`config.mk`:
```
export PLATFORM = sky130hd
export DESIGN_NAME = register_file
export DESIGN_NICKNAME = d
export VERILOG_FILES = /design/src/rtl/register_file_pkg.sv /design/src/rtl/register_file_read_port.sv /design/src/rtl/register_file.sv
export SDC_FILE = /design/constraint.sdc
export NUM_CORES = 2
export LEC_CHECK = 0
export BUFFER_PORTS_ARGS = -buffer_cell sky130_fd_sc_hd__buf_2
export CORE_UTILIZATION = 31
export CTS_BUF_LIST = sky130_fd_sc_hd__clkbuf_4
export DETAILED_ROUTE_END_ITERATION = 7
export HOLD_SLACK_MARGIN = 0.12
export PLACE_DENSITY = 0.48
export SETUP_SLACK_MARGIN = 0.05
export SKIP_CTS_REPAIR_TIMING = 1
export SLEW_MARGIN = 5
export SYNTH_ARGS = -nofsm -noshare
export SYNTH_HDL_FRONTEND = slang
export SYNTH_SLANG_ARGS = --single-unit
```
`constraint.sdc`:
```
create_clock -name clk -period 1.5 [get_ports clk]
set_clock_uncertainty 0.15 [all_clocks]
set_input_delay 0.075 -clock clk [delete_from_list [all_inputs] [get_ports clk]]
set_output_delay 0.075 -clock clk [all_outputs]
set_load 0.005 [all_outputs]
```
`src/rtl/register_file_pkg.sv`:
```
// Shared defaults for the register file and its read ports.
package register_file_pkg;
  localparam int unsigned RF_DATA_WIDTH = 32;
  localparam int unsigned RF_ADDR_WIDTH = 4;
endpackage

```
`src/rtl/register_file_read_port.sv`:
```
// One registered read port with write-first bypass from the same-cycle write.
module register_file_read_port
  import register_file_pkg::*;
#(
  parameter int unsigned DATA_WIDTH = RF_DATA_WIDTH,
  parameter int unsigned ADDR_WIDTH = RF_ADDR_WIDTH
) (
  input  logic                  clk,
  input  logic                  rst,
  input  logic                  rd_en_i,
  input  logic                  wr_en_i,
  input  logic [ADDR_WIDTH-1:0] rd_sel_i,
  input  logic [ADDR_WIDTH-1:0] wr_sel_i,
  input  logic [DATA_WIDTH-1:0] wr_data_i,
  input  logic [DATA_WIDTH-1:0] mem_i [2**ADDR_WIDTH],
  output logic [DATA_WIDTH-1:0] rd_data_o
);

  logic [DATA_WIDTH-1:0] data_q, data_d;

  always_comb begin
    data_d = data_q;
    if (rd_en_i) begin
      // A write to the address being read wins over the stored contents.
      if (wr_en_i && (wr_sel_i == rd_sel_i)) data_d = wr_data_i;
      else                                   data_d = mem_i[rd_sel_i];
    end
  end

  always_ff @(posedge clk) begin
    if (rst) data_q <= '0;
    else     data_q <= data_d;
  end

  assign rd_data_o = data_q;

endmodule

```
`src/rtl/register_file.sv`:
```
// Register file: one synchronous write port, two registered read ports.
module register_file
  import register_file_pkg::*;
#(
  parameter int unsigned DATA_WIDTH = RF_DATA_WIDTH,
  parameter int unsigned ADDR_WIDTH = RF_ADDR_WIDTH
) (
  input  logic                  clk,
  input  logic                  rst,
  input  logic                  en,
  input  logic                  WR,
  input  logic                  RD,
  input  logic [DATA_WIDTH-1:0] ip,
  input  logic [ADDR_WIDTH-1:0] sel_i,
  input  logic [ADDR_WIDTH-1:0] sel_o1,
  input  logic [ADDR_WIDTH-1:0] sel_o2,
  output logic [DATA_WIDTH-1:0] op1,
  output logic [DATA_WIDTH-1:0] op2
);

  localparam int unsigned DEPTH = 2**ADDR_WIDTH;

  logic [DATA_WIDTH-1:0] mem_q [DEPTH];
  logic                  wr_en, rd_en;

  assign wr_en = en & WR;
  assign rd_en = en & RD;

  always_ff @(posedge clk) begin
    if (rst) begin
      for (int i = 0; i < DEPTH; i++) mem_q[i] <= '0;
    end else if (wr_en) begin
      mem_q[sel_i] <= ip;
    end
  end

  register_file_read_port #(
    .DATA_WIDTH(DATA_WIDTH),
    .ADDR_WIDTH(ADDR_WIDTH)
  ) u_port1 (
    .clk       (clk),
    .rst       (rst),
    .rd_en_i   (rd_en),
    .wr_en_i   (wr_en),
    .rd_sel_i  (sel_o1),
    .wr_sel_i  (sel_i),
    .wr_data_i (ip),
    .mem_i     (mem_q),
    .rd_data_o (op1)
  );

  register_file_read_port #(
    .DATA_WIDTH(DATA_WIDTH),
    .ADDR_WIDTH(ADDR_WIDTH)
  ) u_port2 (
    .clk       (clk),
    .rst       (rst),
    .rd_en_i   (rd_en),
    .wr_en_i   (wr_en),
    .rd_sel_i  (sel_o2),
    .wr_sel_i  (sel_i),
    .wr_data_i (ip),
    .mem_i     (mem_q),
    .rd_data_o (op2)
  );

endmodule

```
==> metrics.txt <==
DRT Pass-1 Iters 5; share of layout cells above drive strength 1 34.2%; slew at the pin with the worst max-slew slack just under 900 ps; fin crit share 118%; Initial DRC Count around 2500; hold slack -367 ps; synthesized area per cell 8.88 um^2; die area 91700 um^2; first-pass GRT wire length approximately 170 mm; outcome finished with violations; Max FO, Critical Path 2; Vias 26000; fin. max-slew vios 0; PortBufs 112; Mapped Area 28100 um^2; DRT antenna net count 0; nets ~3500; Slowest-stage cell, CP dfxtp_4; DP Wirelength 74.4 mm; Tightest Hold Check Type primary input to register; RSZ-0062 raised after global routing true; Worst Path Buf+Inv 1; final setup margin -272 ps; Area Overhead vs Synth 29.4%; post-synthesis register bit count around 580; Multi-input gate area approximately 16000 um^2; row count 109; Inserted Clock Buffers 160; minimum clock period 1770 ps; total core area 89100 um^2; filler cell count 8880; Final Hold Vio Count 31; Starting Density 31.5%; Detailed Route WL 119 mm; gr usage total 25.7%; Clock transition at path regs 70 ps; ys async rst share 0%; clock tree buffer depth 3; element type at the critical path start register; Synth Instances 3161; PwrDens about 930 nW/um^2; main flop type after synthesis dfxtp_1; initial antenna violation count 5; vias in the first global route 24500; Leak 12.5 nW; # DRC 0; CTS sink cnt 576; Worst-Skew Late Latency 1060 ps; Distinct cells, synth 29; Chip Height around 300 um; required time of the critical path 1270 ps; delay-heaviest family, CP flip-flops; fmax 0.564 GHz; CP max stage delay roughly 370 ps; CTS tree done; crit path kind register to output port; CTS H-tree depth 4; GR Overflow Total 0; I/O Pins 113; violated checks negative hold slack, negative setup slack; Post-synth EDFFs 0; critical-path cell list buf_6; die width a little over 300 um; largest net degree at the start of global routing 69; MaxCap Viol Count 0; syn nets 3210; sequential area share after synthesis 41.1%; arrival time of the worst setup path 1550 ps; final setup vio count 205; routed len/inst 25.2 um; Seq. cell area approximately 12000 um^2; CP Capture Type output port; gp weighted congestion 0.825; max_slew headroom 41.7%; Yosys Warn Count 0; Root Buffer clkbuf_4; Worst VDD drop 0.000621 V; Tot Pwr about 34 mW; drt via density between 5 and 6
==> cells by family (layout without fill, tap and decap cells) <==
family | after synthesis | after routing | share of synthesized area, %
buffers and inverters | 341 | 750 | 5.38
other | 0 | 3 | 0
XOR/XNOR | 8 | 8 | 0.250
multiplexers | 256 | 256 | 20.6
AO/OA/AOI/OAI | 706 | 706 | 15.2
AND/OR/NAND/NOR | 1274 | 1274 | 17.5
flip-flops | 576 | 576 | 41.1
==> cell usage in the layout, fill, tap and decap left out, drive strengths merged <==
cell / synthesis / layout
nor2b: 6 / 6
nand4: 3 / 3
diode: 0 / 3
clkbuf: 199 / 229
mux4: 256 / 256
clkinv: 0 / 35
nor2: 140 / 140
and3: 1 / 1
clkinvlp: 0 / 1
and2: 6 / 6
dfxtp: 576 / 576
dlygate4sd3: 0 / 91
a22oi: 128 / 128
and4bb: 1 / 1
a21oi: 512 / 512
a21bo: 2 / 2
o221a: 64 / 64
nor3: 3 / 3
nor4: 2 / 2
nand3: 4 / 4
buf: 142 / 382
and4b: 2 / 2
inv: 0 / 9
and4: 1 / 1
xor2: 8 / 8
bufinv: 0 / 3
nand4b: 2 / 2
nand2b: 2 / 2
nand2: 1101 / 1101
==> cells in the mapped netlist, types with 8 or more instances <==
cell type | n | area [um^2]
a21oi_1 | 512 | 2560
a22oi_1 | 128 | 961
buf_1 | 26 | 97.6
buf_2 | 93 | 465
buf_4 | 16 | 120
clkbuf_1 | 199 | 747
dfxtp_1 | 576 | 11500
mux4_2 | 256 | 5770
nand2_1 | 1101 | 4130
nor2_1 | 140 | 526
o221a_1 | 64 | 721
xor2_1 | 8 | 70.1
==> per-layer routing <==
layer  up-vias  global-route usage, %  part of all wire, %
met1     12900                   35.1                   42
met4         0                   8.22                  2.5
met2      1132                   41.1                   48
met5         -                      0                    0
li1      11700                      -                    -
met3       218                   4.84                  8.1
==> stage by stage <==
stage | setup WS, ps | TNS, ps | cells | cell area (um^2) | util (%)
floorplan | -43.8 | -2200 | 3161 | 28400 | -
global placement | -432 | -112030 | 4358 | 32200 | 36.1
detailed placement | -445 | -118740 | 4358 | 32200 | 36.1
CTS | -507 | -27500 | 4634 | 34100 | 38.3
global route | -338 | -25640 | 4737 | 36300 | 40.7
finish | -272 | -21550 | 4738 | 36300 | 40.7
==> path summary, 6_finish.rpt <==
check,start,slack [ps],depth (start not counted),to
worst max-delay path,u_port2.rd_data_o[3],-270,1,op2[3]
worst min-delay path,sel_o2[3],-370,5,u_port2.rd_data_o[19]
worst min register to register,mem_q[130],310,2,mem_q[130]
worst max register to register,mem_q[448],-110,4,u_port1.rd_data_o[0]
==> power by group <==
part / switching, mW / internal (mW) / total (mW)
registers: 0.197 / 15.5 / 15.7
clock network: 7.05 / 7.47 / 14.5
logic: 2.11 / 1.53 / 3.64
total: 9.36 / 24.5 / 33.9
==> area by class of cell <==
cell class / count / area share [%]
Multi-Input combinational cell: 2244 / 43.4
Sequential cell: 576 / 32.6
Timing Repair Buffer: 474 / 14.5
Clock buffer: 228 / 4.72
Tap cell: 1165 / 4.02
Clock inverter: 48 / 0.734
Antenna cell: 3 / 0.0207
==> registers in the layout (all words and copies together), names as in the netlist <==
signal	count
u_port1.rd_data_o	32
u_port2.rd_data_o	32
mem_q	512
Note: power is estimated with default switching activity, not from simulation.
